--- config.mk ---
export PLATFORM = sky130hd
export DESIGN_NAME = ifm_window_streamer_flat
export DESIGN_NICKNAME = d
export VERILOG_FILES = /design/src/rtl/cnn_stream_pkg.sv /design/src/rtl/ifm_window_streamer_if.sv /design/src/rtl/ifm_window_streamer_raster_position_counter.sv /design/src/rtl/ifm_window_streamer.sv /design/src/flat_wrapper.sv
export SDC_FILE = /design/constraint.sdc
export NUM_CORES = 1
export LEC_CHECK = 0
export BUFFER_PORTS_ARGS = -buffer_cell sky130_fd_sc_hd__clkbuf_2
export CAP_MARGIN = 40
export CORE_ASPECT_RATIO = 0.8
export CORE_MARGIN = 3
export CORE_UTILIZATION = 41
export CTS_CLUSTER_SIZE = 14
export DETAILED_ROUTE_END_ITERATION = 6
export PLACE_DENSITY_LB_ADDON = 0.3
export REMOVE_ABC_BUFFERS = 1
export SLEW_MARGIN = 10
export SYNTH_ARGS = -nofsm -noshare
export SYNTH_HDL_FRONTEND = slang
export SYNTH_HIERARCHICAL = 1
export SYNTH_SLANG_ARGS = --single-unit
--- constraint.sdc ---
create_clock -name clk -period 5.5 [get_ports clk]
set_clock_uncertainty 0.05 [all_clocks]
set_input_delay 0 -clock clk [delete_from_list [all_inputs] [get_ports clk]]
set_output_delay 0 -clock clk [all_outputs]
set_load 0.01 [all_outputs]
--- src/rtl/cnn_stream_pkg.sv ---
// Shared types and width helpers for the conv-layer streaming blocks.
package cnn_stream_pkg;

  typedef enum logic [1:0] {
    IDLE   = 2'd0,
    STREAM = 2'd1,
    DRAIN  = 2'd2,
    DONE   = 2'd3
  } stream_state_t;

  function automatic int unsigned addr_bits(input int unsigned side);
    return $clog2(side * side);
  endfunction

  function automatic int unsigned coord_bits(input int unsigned side);
    return $clog2(side);
  endfunction

endpackage

--- src/rtl/ifm_window_streamer_if.sv ---
// IFM RAM read port plus line-buffer push and window-flag outputs.
interface ifm_window_streamer_if #(
  parameter int unsigned DATA_WIDTH = 32,
  parameter int unsigned IFM_SIZE   = 32
);
  localparam int unsigned ADDRESS_SIZE_IFM = cnn_stream_pkg::addr_bits(IFM_SIZE);
  localparam int unsigned COORD_BITS       = cnn_stream_pkg::coord_bits(IFM_SIZE);

  logic                        ifm_rd_en;
  logic [ADDRESS_SIZE_IFM-1:0] ifm_rd_addr;
  logic [DATA_WIDTH-1:0]       ifm_rd_data;
  logic                        fifo_enable;
  logic [DATA_WIDTH-1:0]       fifo_data_out;
  logic                        window_valid;
  logic [COORD_BITS-1:0]       out_row;
  logic [COORD_BITS-1:0]       out_col;

  modport master (
    output ifm_rd_en, ifm_rd_addr, fifo_enable, fifo_data_out,
    output window_valid, out_row, out_col,
    input  ifm_rd_data
  );

  modport slave (
    input  ifm_rd_en, ifm_rd_addr, fifo_enable, fifo_data_out,
    input  window_valid, out_row, out_col,
    output ifm_rd_data
  );
endinterface

--- src/rtl/ifm_window_streamer_raster_position_counter.sv ---
// Row/column position in a SIZE x SIZE raster; col wraps into row.
module raster_position_counter #(
  parameter int unsigned SIZE       = 32,
  parameter int unsigned COORD_BITS = $clog2(SIZE)
) (
  input  logic                  clk,
  input  logic                  reset,
  input  logic                  clear,
  input  logic                  enable,
  output logic [COORD_BITS-1:0] row,
  output logic [COORD_BITS-1:0] col
);
  localparam logic [COORD_BITS-1:0] LAST = COORD_BITS'(SIZE - 1);

  always_ff @(posedge clk or negedge reset) begin
    if (!reset) begin
      row <= '0;
      col <= '0;
    end else if (clear) begin
      row <= '0;
      col <= '0;
    end else if (enable) begin
      if (col == LAST) begin
        col <= '0;
        row <= (row == LAST) ? '0 : row + COORD_BITS'(1);
      end else begin
        col <= col + COORD_BITS'(1);
      end
    end
  end
endmodule

--- src/rtl/ifm_window_streamer.sv ---
// Streams one IFM channel from RAM into the line buffer and flags complete windows.
module ifm_window_streamer
  import cnn_stream_pkg::*;
#(
  parameter int unsigned DATA_WIDTH       = 32,
  parameter int unsigned IFM_SIZE         = 32,
  parameter int unsigned KERNAL_SIZE      = 5,
  parameter int unsigned IFM_SIZE_NEXT    = IFM_SIZE - KERNAL_SIZE + 1,
  parameter int unsigned ADDRESS_SIZE_IFM = addr_bits(IFM_SIZE),
  parameter int unsigned COORD_BITS       = coord_bits(IFM_SIZE)
) (
  input  logic                 clk,
  input  logic                 reset,
  input  logic                 start,
  input  logic                 hold,
  ifm_window_streamer_if.master bus,
  output logic                 busy,
  output logic                 done
);
  localparam logic [ADDRESS_SIZE_IFM-1:0] LAST_ADDR = ADDRESS_SIZE_IFM'(IFM_SIZE * IFM_SIZE - 1);
  localparam logic [COORD_BITS-1:0]       WIN_EDGE  = COORD_BITS'(IFM_SIZE - IFM_SIZE_NEXT);
  localparam logic [COORD_BITS-1:0]       TAP_OFS   = COORD_BITS'(KERNAL_SIZE - 1);

  stream_state_t               state, next_state;
  logic [ADDRESS_SIZE_IFM-1:0] rd_addr;
  logic                        drain_cnt;
  logic                        rd_en;
  logic                        start_accept;
  logic                        push_en;
  logic [DATA_WIDTH-1:0]       pixel_q;
  logic                        win_q;
  logic [COORD_BITS-1:0]       row_q, col_q;
  logic [COORD_BITS-1:0]       push_row, push_col;

  always_ff @(posedge clk or negedge reset) begin
    if (!reset) state <= IDLE;
    else        state <= next_state;
  end

  always_comb begin
    next_state = state;
    case (state)
      IDLE:    if (start) next_state = STREAM;
      STREAM:  if (!hold && rd_addr == LAST_ADDR) next_state = DRAIN;
      DRAIN:   if (drain_cnt) next_state = DONE;
      DONE:    next_state = IDLE;
      default: next_state = IDLE;
    endcase
  end

  always_comb begin
    rd_en        = (state == STREAM) && !hold;
    start_accept = (state == IDLE) && start;
    busy         = (state == STREAM) || (state == DRAIN);
    done         = (state == DONE);
  end

  always_ff @(posedge clk or negedge reset) begin
    if (!reset) begin
      rd_addr   <= '0;
      drain_cnt <= 1'b0;
    end else begin
      if (start_accept || (rd_en && rd_addr == LAST_ADDR)) rd_addr <= '0;
      else if (rd_en)                                      rd_addr <= rd_addr + ADDRESS_SIZE_IFM'(1);
      drain_cnt <= (state == DRAIN) ? ~drain_cnt : 1'b0;
    end
  end

  // Taps update on the push edge, so the window flag trails the push by one cycle.
  always_ff @(posedge clk or negedge reset) begin
    if (!reset) begin
      push_en <= 1'b0;
      pixel_q <= '0;
      win_q   <= 1'b0;
      row_q   <= '0;
      col_q   <= '0;
    end else begin
      push_en <= rd_en;
      pixel_q <= bus.ifm_rd_data;
      win_q   <= push_en && (push_row >= WIN_EDGE) && (push_col >= WIN_EDGE);
      if (push_en && (push_row >= WIN_EDGE) && (push_col >= WIN_EDGE)) begin
        row_q <= push_row - TAP_OFS;
        col_q <= push_col - TAP_OFS;
      end
    end
  end

  raster_position_counter #(
    .SIZE       (IFM_SIZE),
    .COORD_BITS (COORD_BITS)
  ) u_push_pos (
    .clk    (clk),
    .reset  (reset),
    .clear  (start_accept),
    .enable (push_en),
    .row    (push_row),
    .col    (push_col)
  );

  assign bus.ifm_rd_en     = rd_en;
  assign bus.ifm_rd_addr   = rd_addr;
  assign bus.fifo_enable   = push_en;
  assign bus.fifo_data_out = pixel_q;
  assign bus.window_valid  = win_q;
  assign bus.out_row       = row_q;
  assign bus.out_col       = col_q;
endmodule

--- src/flat_wrapper.sv ---
// flat-port wrapper written by rule: the top's interface ports become plain ports
module ifm_window_streamer_flat import cnn_stream_pkg::*;
#(
  parameter int unsigned DATA_WIDTH       = 32,
  parameter int unsigned IFM_SIZE         = 32,
  parameter int unsigned KERNAL_SIZE      = 5,
  parameter int unsigned IFM_SIZE_NEXT    = IFM_SIZE - KERNAL_SIZE + 1,
  parameter int unsigned ADDRESS_SIZE_IFM = addr_bits(IFM_SIZE),
  parameter int unsigned COORD_BITS       = coord_bits(IFM_SIZE)
)
  (clk, reset, start, hold, busy, done, bus_ifm_rd_en, bus_ifm_rd_addr, bus_fifo_enable, bus_fifo_data_out, bus_window_valid, bus_out_row, bus_out_col, bus_ifm_rd_data);
  ifm_window_streamer_if #(.DATA_WIDTH(DATA_WIDTH), .IFM_SIZE(IFM_SIZE)) bus_i ();
  input  logic clk;
  input  logic reset;
  input  logic start;
  input  logic hold;
  output logic busy;
  output logic done;
  output wire logic [$bits(bus_i.ifm_rd_en)-1:0] bus_ifm_rd_en;
  output wire logic [$bits(bus_i.ifm_rd_addr)-1:0] bus_ifm_rd_addr;
  output wire logic [$bits(bus_i.fifo_enable)-1:0] bus_fifo_enable;
  output wire logic [$bits(bus_i.fifo_data_out)-1:0] bus_fifo_data_out;
  output wire logic [$bits(bus_i.window_valid)-1:0] bus_window_valid;
  output wire logic [$bits(bus_i.out_row)-1:0] bus_out_row;
  output wire logic [$bits(bus_i.out_col)-1:0] bus_out_col;
  input wire logic [$bits(bus_i.ifm_rd_data)-1:0] bus_ifm_rd_data;
  assign bus_ifm_rd_en = bus_i.ifm_rd_en;
  assign bus_ifm_rd_addr = bus_i.ifm_rd_addr;
  assign bus_fifo_enable = bus_i.fifo_enable;
  assign bus_fifo_data_out = bus_i.fifo_data_out;
  assign bus_window_valid = bus_i.window_valid;
  assign bus_out_row = bus_i.out_row;
  assign bus_out_col = bus_i.out_col;
  assign bus_i.ifm_rd_data = bus_ifm_rd_data;
  ifm_window_streamer #(.DATA_WIDTH(DATA_WIDTH), .IFM_SIZE(IFM_SIZE), .KERNAL_SIZE(KERNAL_SIZE), .IFM_SIZE_NEXT(IFM_SIZE_NEXT), .ADDRESS_SIZE_IFM(ADDRESS_SIZE_IFM), .COORD_BITS(COORD_BITS)) u_core (.clk(clk), .reset(reset), .start(start), .hold(hold), .bus(bus_i), .busy(busy), .done(done));
endmodule
Word-level counts from Yosys, hierarchy flattened. Cells that the tools add are included.

Bits in registers: 67. Input bits: 36. Output and inout bits: 57. Word-level logic and storage cells: 56.

Add/sub/neg operators: 5. $lt $le $gt $ge: 2. Eq/ne operators: 9. Mux-type cells: 14. Bitwise logic cells: 1. Reduce and logical (&&, ||, !) cells: 15.

Operator list (number): $mux 5 (7); $mux 10 (2); $add 10x1->10 const B (1); $add 5x1->5 const B (2); $eq 10x10->1 const B (1); $eq 5x5->1 const B (2); $ge 5x3->1 const B (2); $sub 5x3->5 const B (2); $pmux 2 s4 (1); $logic_and 1x1->1 (6); $mux 2 (3); $reduce_bool 2->1 (3); $eq 2x2->1 const B (2); $ne 2x1->1 const B (2); $reduce_and 3->1 (1); $eq 2x1->1 const B (1); $logic_not 2->1 (1); $logic_or 1x1->1 (2); $ne 2x2->1 const B (1); $reduce_and 2->1 (1); $logic_not 1->1 (1); $mux 1 (1); $not 1->1 (1).

Depth between registers and ports, before layout. Gate-level depths: netlist (run 1).

Depth in word-level cells: 5. Mapped depth: 8. Gate-level depth less buffers: 7.

Cells and area by module. The synthesis (run 1) kept the hierarchy.

By module, submodules not included: ifm_window_streamer (instances 1, cells each 147, area each 2118.3 µm², sequential area each 1426.4 µm²); raster_position_counter (instances 1, cells each 55, area each 549.3 µm², sequential area each 250.2 µm²).

Worst setup path before layout (run 1). No wires, ideal clock.

Kind: register to register. From: register u_core.u_push_pos.col[2]. To: register u_core.col_q[0] (netlist: u_core/bus.out_col[0]). Library setup time: 0.127 ns. Arrival time: 1.689 ns. Data required time: 5.323 ns. Slack: 3.633 ns. Stages on the path, launching flop included: 7. Path buffers: 1. Clock period less this slack: 1.867 ns. Path through: dfrtp_1 -> ha_1 -> nor3b_1 -> or4_1 -> nand3_2 -> buf_6 -> mux2_1.

Longest elaborated chain between the ends: 2.

RTL lines: from (decl) (RTL line ifm_window_streamer_raster_position_counter.sv:11) `output logic [COORD_BITS-1:0] col`; from (signal assigned) (RTL line ifm_window_streamer_raster_position_counter.sv:27) `col <= col + COORD_BITS'(1);`; $ge 5x3->1 (RTL line ifm_window_streamer.sv:81) `if (push_en && (push_row >= WIN_EDGE) && (push_col >= WIN_EDGE)) begin`; $logic_and 1x1->1 (RTL line ifm_window_streamer.sv:81); to (signal assigned) (RTL line ifm_window_streamer.sv:83) `col_q <= push_col - TAP_OFS;`; to (decl) (RTL line ifm_window_streamer.sv:32) `logic [COORD_BITS-1:0] row_q, col_q;`.

Every way passes these cells. A chain may end at the register's enable or synchronous reset.

Final worst setup path (run 1).
From: register u_core.u_push_pos.col[0]. To: register u_core.u_push_pos.row[2].

Longest elaborated chain between the ends: 3.

RTL lines: $eq 5x5->1 (RTL line ifm_window_streamer_raster_position_counter.sv:23) `if (col == LAST) begin`; $reduce_bool 2->1 (no line); $reduce_and 2->1 (no line); to (signal assigned) (RTL line ifm_window_streamer_raster_position_counter.sv:25) `row <= (row == LAST) ? '0 : row + COORD_BITS'(1);`; to (decl) (RTL line ifm_window_streamer_raster_position_counter.sv:10) `output logic [COORD_BITS-1:0] row,`.

Every way passes these cells.

==> results.cfg, run 1 <==
[global_routing]
groute.usage.overall = 0.164
grt_pass1_wl_um = 9650
grtUsageMet1 = 0.213
grt_pass1_vias = 2091
met3_usage = 0.0584
grt-ovfl-total = 0
grtUsageMet2 = 0.268
grt.busiest_layer = met2
antenna_found_initial = 0
grt_max_degree = 68

[route]
drc = 0
post_drt_wl_per_cell_um = 13.4
via_count = 1998
drtIter0Drc = 68
ant_nets = 0
dr.pass1.iters = 4
wirelength_um = 5640
vias_per_cell = 4.76

[cells_and_area]
instances_no_fill = 420
antenna_cells = 0
fillers = 514
area.growth.synth_to_final_pct = 40.1
layout-drive-gt1-share = 0.342
nets = 384
utilization = 0.613

[floorplan]
die_y_um = 78.1
die_x_um = 96.2
start_util = 0.437
core_area_sq_um = 6100
placementRows = 25
ioPinCount = 93
dieArea_sq_um = 7520

[logic_synthesis]
synth-seq-cells = 67
synth_adder_area_share = 0.0657
synth_top_family_by_area = simple AND/OR/NAND/NOR gates
synth-simple-area-share = 0.108
synthMuxAreaShare = 0.0582
synth_edf_count = 0
netlist_instances = 202
syn_area_sq_um = 2670
synth_xor_area_frac = 0.0328
synth-async-reset-ratio = 1.00
synth_warnings = 6
synth_cell_types = 36
syn_avg_cell_area_sq_um = 13.2
ys.flop_type = dfrtp_1
synth_compound_area_frac = 0.0689
seq_area_frac_synth = 0.629

[sta]
maxSlewHeadroom = 0.456
tightest_slew_ps = 816
max_freq_mhz = 478
fin_crit_ps = 2090
setup_violations = 0
grt_setup_unrepaired = false
slew_viol_final = 0
fin_setup_tns_ps = 0
hold_violations = 0
hold-worst-slack_ps = 47.3
fin_crit_sh = 0.380

[pwr]
power_frac_comb = 0.252
sw_frac_of_total = 0.319
ir_worst_vdd_uv = 195
p_int_mw = 1.05
power_mw = 1.54
power_switching_uw = 491
cellLeakagePower_nw = 1.87
power_frac_clock = 0.282
power_frac_seq = 0.466
powerDensity_nw_per_um2 = 412

[place]
place_inst = 371
dp_hpwl_um = 3700
port_buffers = 92
gp_congestion = 0.803

[clock_network]
cts.htree.levels = 3
postCtsSetupBuffers = 0
clk_latency_ps = 320
cts_root_buf = clkbuf_8
clock_path_buffers = 2
cts_sinks = 67
hold_buffers = 33
path_clk_slew_ps = 70
cts_tree = built
post_cts_resized = 0
numCtsBuffers = 9

[worst_setup_path]
critical_path.slowest_cell = or4b_1
cpPeakStageDelay_ps = 480
critPathKind = flip-flop to flip-flop
crit_required_ps = 5700
crit_path_end_kind = flip-flop
start_kind = flip-flop
arrival_ps = 2290
r2r_slack_ps = 3410
cp_cell_sequence = ha_1 > and3_1 > ha_1 > nand2_4 > or4b_1 > a21oi_1
critPathMaxFanout = 9
crit_buf_inv = 0
crit_top_cell = ha_1
path_delay_family = simple AND/OR/NAND/NOR gates

[status]
status = finished clean

[worst_hold_path]
min_path_type = input pin to flip-flop

[run]
maxCapViolCount = 0
[cell type report]
class / count / area [sq um] / share of cell area
sequential: 67 / 1680 / 0.449
clock inverter: 6 / 90.1 / 0.0241
multi-input combinational: 116 / 890 / 0.238
tap: 81 / 101 / 0.0271
timing repair buffer: 126 / 798 / 0.214
clock buffer: 10 / 128 / 0.0342
inverter: 14 / 52.6 / 0.0141
[power by group through the flow]
| stage | Sequential, mW | Combinational [mW] | Clock [mW] |
|---|---|---|---|
| floorplan | 0.735 | 0.195 | 0 |
| global placement | 0.722 | 0.364 | 0 |
| detailed placement | 0.725 | 0.374 | 0 |
| CTS | 0.716 | 0.394 | 0.454 |
| global route | 0.737 | 0.451 | 0.476 |
| finish | 0.718 | 0.388 | 0.434 |
[worst register-to-register path, cell delays in order, from the launching register on]
cell and delay [ps]:
dfrtp_1 460, ha_1 220, and3_1 160, ha_1 360, nand2_4 120, or4b_1 480
a21oi_1 160
[sequential cells by signal, indices dropped and copies added, names as in the netlist]
name                      cells
u_core/u_push_pos/row         5
u_core/bus.out_row            5
u_core/bus.ifm_rd_addr       10
u_core/u_push_pos/col         5
u_core/bus.fifo_data_out     32
u_core/bus.window_valid       1
u_core/bus.out_col            5
u_core/bus.fifo_enable        1
u_core/drain_cnt              1
u_core/state                  2
[layer usage]
metal  up-vias  share of wire
met5         -              0
met3         2          0.065
met1       965           0.43
met4         0         0.0014
met2        72           0.50
li1        959              -
[metrics by stage]
step	setup WS [ps]	instance area, sq um
finish	3410	3740
global route	3280	3740
CTS	3440	3740
detailed placement	3450	3190
global placement	3510	3190
floorplan	3620	2620
[synth_stat cells (2+ instances only)]
library cell  number  share of area
or4_1              5          0.014
xor2_1             4          0.013
xnor2_1            6          0.020
a31oi_1            2         0.0047
nand4_1            2         0.0047
mux2i_1            5          0.019
nor4bb_1           2         0.0075
nand2_1            6         0.0084
nand3_1            8          0.015
and3_1             2         0.0047
mux2_1             7          0.030
dfrtp_1           67           0.63
ha_1              14          0.066
nor2_1            15          0.021
a21oi_1           12          0.023
o21ai_0            5         0.0094
a211oi_1           3         0.0084
nor3b_1            3         0.0084
inv_1             14          0.020
buf_6              4          0.017
[worst paths after layout]
kind                                                       from                                endpoint  cells past startpoint
max reg2reg                u_core/u_push_pos/col[0]$_DFFE_PN0P_    u_core/u_push_pos/row[2]$_DFFE_PN0P_                      6
max in group asynchronous                                 reset  u_core/bus.fifo_data_out[26]$_DFF_PN0_                      3
max                        u_core/u_push_pos/col[0]$_DFFE_PN0P_    u_core/u_push_pos/row[2]$_DFFE_PN0P_                      6
min in group asynchronous                                 reset       u_core/bus.out_row[1]$_DFFE_PN0P_                      3
min reg2reg                          u_core/drain_cnt$_DFF_PN0_              u_core/drain_cnt$_DFF_PN0_                      1
min                                                        hold             u_core/state[0]$_DFFE_PN0P_                      4
[cells in the final DEF (no fill, tap or decap), drive strengths merged]
cell	instances
inv	14
clkinvlp	1
o31ai	1
nor4bb	2
o41ai	1
xnor2	6
dfrtp	67
buf	2
clkbuf	101
a21o	1
clkinv	3
xor2	4
o21ai	6
a2111oi	1
nor2b	1
nand2b	1
a21oi	12
and3	2
o2111ai	1
nand4	2
or3	1
mux2i	5
ha	14
a31oi	2
nor3b	3
nand3	9
mux2	9
nand2	8
bufinv	2
dlygate4sd3	33
or4b	1
nor2	15
or4	5
a211oi	3
[kinds of logic (layout without fill, tap and decap cells)]
family,Yosys count,after routing
AND/OR/NAND/NOR,50,50
buffers and inverters,19,156
XOR/XNOR,10,10
flip-flops,67,67
AO/OA/AOI/OAI,28,28
adder cells (fa/ha/maj),14,14
multiplexers,14,14
No activity file was read; power rests on OpenSTA's default activity.
==> run 2: changes to the inputs <==
Clock period 5.5 ns to 1.7 ns, I/O delays scaled along.
==> results.cfg, run 2 (same netlist as run 1, synthesis figures left out) <==
[status]
status = complete, but fails checks
violations = negative setup slack

[worst_setup_path]
critPathMaxFanout = 5
crit_buf_inv = 0
cp_cell_sequence = ha_2 > nor3b_1 > or4_4 > nand3_4 > mux2_4
worst-path-stages = 5
start_kind = flip-flop
path_delay_family = simple AND/OR/NAND/NOR gates
critPathKind = flip-flop to flip-flop
reg2reg_from = u_core/u_push_pos/row[2]$_DFFE_PN0P_
crit_path_end_kind = flip-flop
rr_worst_depth = 5
arrival_ps = 2030
crit_start = u_core/u_push_pos/row[2]$_DFFE_PN0P_
cpPeakStageDelay_ps = 460
crit_required_ps = 1870
critical_path.slowest_cell = or4_4

[cells_and_area]
nets = 426
multiInputGateArea_sq_um = 1110
mostFrequentLayoutCells = 91 x clkbuf_2, 67 x dfrtp_1, 37 x buf_4, 33 x dlygate4sd3_1, 15 x nor2_1
instances_no_fill = 462
fillers = 447
final_common_cell = clkbuf_2
layout-drive-gt1-share = 0.514
largest_reg_flops = 32
area.growth.synth_to_final_pct = 61.4
antenna_cells = 0
seqCellArea_sq_um = 1680

[sta]
setup_violations = 12
max_freq_mhz = 536
maxSlewHeadroom = 0.656
fin_crit_sh = 1.10
hold_violations = 0
grt_setup_unrepaired = true
tightest_slew_ps = 516
fin_ws_ps = -165
slew_viol_final = 0
fin_crit_ps = 1860

[route]
vias_per_cell = 4.70
ant_nets = 0
via_count = 2172
dr.pass1.iters = 4
drtIter0Drc = 68
wirelength_um = 7040
post_drt_wl_per_cell_um = 15.2
drc = 0

[clock_network]
cts_tree = built
cts_root_buf = clkbuf_8
path_clk_slew_ps = 80
cts_sinks = 67
cts.htree.levels = 3
clk_latency_ps = 330
numCtsBuffers = 9
clock_path_buffers = 2

[run]
maxCapViolCount = 0

[floorplan]
die_y_um = 78.1
start_util = 0.437
dieArea_sq_um = 7520
die_x_um = 96.2
placementRows = 25
ioPinCount = 93
core_area_sq_um = 6100

[pwr]
powerDensity_nw_per_um2 = 1390
ir_worst_vdd_uv = 782
cellLeakagePower_nw = 2.12

[worst_hold_path]
min_from = hold
min_path_cells = 4
min_path_type = input pin to flip-flop

[place]
dp_hpwl_um = 4280
dp_slack_ps = -247
gp_congestion = 0.821
port_buffers = 92
place_inst = 406

[global_routing]
grt_pass1_vias = 2316
antenna_found_initial = 0
grt_max_degree = 32
grt-ovfl-total = 0
grt_pass1_wl_um = 11100
groute.usage.overall = 0.194
-- run 2: cell types whose count changed in the layout (fill, tap and decap cells not counted), sizes merged --
cell      delta
nand3        +1
clkinv       -2
bufinv       +1
o21ai        +1
buf         +40
clkinvlp     +1
-- run 2: path summary, 6_finish.rpt --
check	to	slack (ps)
min	u_core/bus.ifm_rd_addr[1]$_DFFE_PN0P_	20
max reg2reg	u_core/bus.out_col[2]$_DFFE_PN0P_	-160
min reg2reg	u_core/drain_cnt$_DFF_PN0_	390
max	u_core/bus.out_col[2]$_DFFE_PN0P_	-160
min in group asynchronous	u_core/bus.out_row[1]$_DFFE_PN0P_	110
max in group asynchronous	u_core/bus.fifo_data_out[4]$_DFF_PN0_	870
-- run 2: layout make-up --
cell class	instances	share of cell area
Clock buffer	10	0.0296
Clock inverter	6	0.0264
Inverter	14	0.0122
Multi-Input combinational cell	118	0.258
Sequential cell	67	0.389
Tap cell	81	0.0235
Timing Repair Buffer	166	0.261
-- run 2: report_power, final --
part | internal, mW | switching [mW] | leakage (nW)
logic | 1.16 | 1.04 | 1.21
registers | 1.95 | 0.247 | 0.798
clock network | 0.977 | 0.609 | 0.113
-- run 2: timing repair --
action                                  4_1_cts  5_1_grt
pin swaps                                     7        9
hold endpoints to repair                     83        0
setup buffers                                 3        3
gates resized for setup                      20       30
endpoints found under the setup margin       15       25
hold buffers                                 33        0
cloned                                        1        1
-- run 2: stage by stage --
step           power [mW]  hold WS (ps)  TNS, ps  utilization  instance area [sq um]
3_3_place_gp         3.86         -54.3    -1630        0.568                   3460
5_1_grt              6.34          59.6    -1970        0.706                   4310
3_5_place_dp         3.94         -55.1    -2550        0.568                   3460
6_report             5.98          19.6    -1450        0.706                   4310
2_1_floorplan        3.01          -346    -1720            -                   2620
4_1_cts              5.86          4.08    -1280        0.681                   4160
-- run 2: routing by layer --
metal	wire length [um]	up-vias	track usage
li1	-	1048	-
met2	3720	72	0.343
met3	439	7	0.0690
met5	0	-	0
met1	2810	1045	0.229
met4	59	0	0.0313
-- run 2: worst min-delay path, stage by stage --
cell	delay [ps]
clkbuf_2	90
nand2b_4	160
nand2_1	70
a21oi_1	50
==> run 3: changes to the inputs <==
Settings changed: CORE_UTILIZATION 41 to 40, GPL_TIMING_DRIVEN set to 1.
==> results.cfg, run 3 (same netlist as run 1, synthesis figures left out) <==
[global_routing]
grt_pass1_wl_um = 10800
grt_pass1_vias = 2203
grtUsageMet2 = 0.310
antenna_found_initial = 0
met3_usage = 0.0623
groute.usage.overall = 0.177
grt_max_degree = 68
grt-ovfl-total = 0
grtUsageMet1 = 0.219
grt.busiest_layer = met2

[worst_setup_path]
crit_required_ps = 1870
reg2reg_from = u_core/u_push_pos/row[2]$_DFFE_PN0P_
r2r_end = u_core/bus.out_col[0]$_DFFE_PN0P_
critPathKind = flip-flop to flip-flop
crit_buf_inv = 0
arrival_ps = 2010
critical_path.slowest_cell = or4_4
worst-path-stages = 5
crit_path_end_kind = flip-flop
path_delay_family = simple AND/OR/NAND/NOR gates
r2r_slack_ps = -130
cp_cell_sequence = ha_4 > nor3b_1 > or4_4 > nand3_4 > mux2_4
rr_worst_depth = 5
critPathMaxFanout = 5
start_kind = flip-flop
cpPeakStageDelay_ps = 460

[cells_and_area]
area.growth.synth_to_final_pct = 61.6
antenna_cells = 0
layout-drive-gt1-share = 0.512
utilization = 0.696
nets = 428
final_common_cell = clkbuf_2
mostFrequentLayoutCells = 91 x clkbuf_2, 67 x dfrtp_1, 40 x buf_4, 33 x dlygate4sd3_1, 15 x nor2_1
largest_reg_flops = 32

[sta]
grt_setup_unrepaired = true
hold-worst-slack_ps = 33.5
maxSlewHeadroom = 0.646
fin_ws_ps = -132
setup_violations = 14
max_freq_mhz = 546
hold_violations = 0
tightest_slew_ps = 531
fin_crit_sh = 1.08
fin_crit_ps = 1830
slew_viol_final = 0

[floorplan]
dieArea_sq_um = 7690
die_y_um = 79.0
start_util = 0.431
die_x_um = 97.3
placementRows = 25
core_area_sq_um = 6190
ioPinCount = 93

[clock_network]
numCtsBuffers = 9
cts_sinks = 67
cts_root_buf = clkbuf_8
cts.htree.levels = 3
clock_path_buffers = 2
cts_tree = built
clk_latency_ps = 330
path_clk_slew_ps = 80

[place]
dp_hpwl_um = 4110
port_buffers = 92
dp_slack_ps = -186
gp_congestion = 0.826

[worst_hold_path]
min_path_cells = 4
min_path_type = input pin to flip-flop
whs_endpoint = u_core/bus.ifm_rd_addr[1]$_DFFE_PN0P_
min_from = start

[route]
post_drt_wl_per_cell_um = 14.2
via_count = 2171
wirelength_um = 6600
dr.pass1.iters = 4
drc = 0
ant_nets = 0
vias_per_cell = 4.68
drtIter0Drc = 72

[pwr]
ir_worst_vdd_uv = 578
powerDensity_nw_per_um2 = 1380
cellLeakagePower_nw = 2.14

[status]
violations = negative setup slack
status = complete, but fails checks

[run]
maxCapViolCount = 0
-- run 3: routing by layer --
| metal | up-vias | part of all wire |
|---|---|---|
| met5 | - | 0 |
| li1 | 1056 | - |
| met4 | 0 | 0.0024 |
| met1 | 1038 | 0.40 |
| met3 | 2 | 0.064 |
| met2 | 75 | 0.54 |
-- run 3: through the flow --
| stage | instance area, sq um | instances | total power [mW] | TNS (ps) |
|---|---|---|---|---|
| finish | 4310 | 464 | 5.96 | -1080 |
| global route | 4310 | 464 | 6.33 | -1860 |
| CTS | 4200 | 460 | 5.92 | -908 |
| detailed placement | 3450 | 404 | 3.92 | -1900 |
| global placement | 3450 | 404 | 3.87 | -1350 |
| floorplan | 2620 | 197 | 3.01 | -1720 |
-- run 3: worst max-delay path by stage --
stage | startpoint | slack, ps | end
final | u_core/u_push_pos/row[2]$_DFFE_PN0P_ | -130 | u_core/bus.out_col[0]$_DFFE_PN0P_
after global routing | u_core/u_push_pos/row[2]$_DFFE_PN0P_ | -170 | u_core/bus.out_col[0]$_DFFE_PN0P_
after CTS | u_core/u_push_pos/row[3]$_DFFE_PN0P_ | -130 | u_core/bus.out_row[0]$_DFFE_PN0P_
after detailed placement | u_core/u_push_pos/col[2]$_DFFE_PN0P_ | -190 | u_core/bus.out_col[1]$_DFFE_PN0P_
after global placement | u_core/u_push_pos/row[2]$_DFFE_PN0P_ | -140 | u_core/bus.out_col[4]$_DFFE_PN0P_
after floorplan | u_core/u_push_pos/col[2]$_DFFE_PN0P_ | -180 | u_core/bus.out_col[4]$_DFFE_PN0P_
-- run 3: worst min-delay path, stage by stage --
cell      delay [ps]
clkbuf_2         120
nand2_4           70
inv_1            120
a21oi_1           60
-- run 3: layout make-up --
type / instances / area (sq um)
flip-flops and latches: 67 / 1680
fillers: 444 / 1880
well taps: 81 / 101
inverters: 14 / 52.6
clock inverters: 6 / 114
multi-input cells: 118 / 1100
repair buffers: 168 / 1130
clock buffers: 10 / 128
-- run 3: timing repair --
| action | 4_1_cts | 5_1_grt |
|---|---|---|
| gates cloned | 1 | 1 |
| setup endpoints to repair | 16 | 25 |
| hold buffers | 33 | 0 |
| pin swaps | 5 | 6 |
| hold endpoints to repair | 99 | 0 |
| setup buffers | 6 | 3 |
| gates resized for setup | 29 | 20 |
-- run 3: power by group --
group | internal (mW) | total [mW] | leakage, nW | switching, mW
Combinational | 1.17 | 2.19 | 1.23 | 1.02
Clock | 0.977 | 1.59 | 0.113 | 0.610
Sequential | 1.95 | 2.18 | 0.798 | 0.231
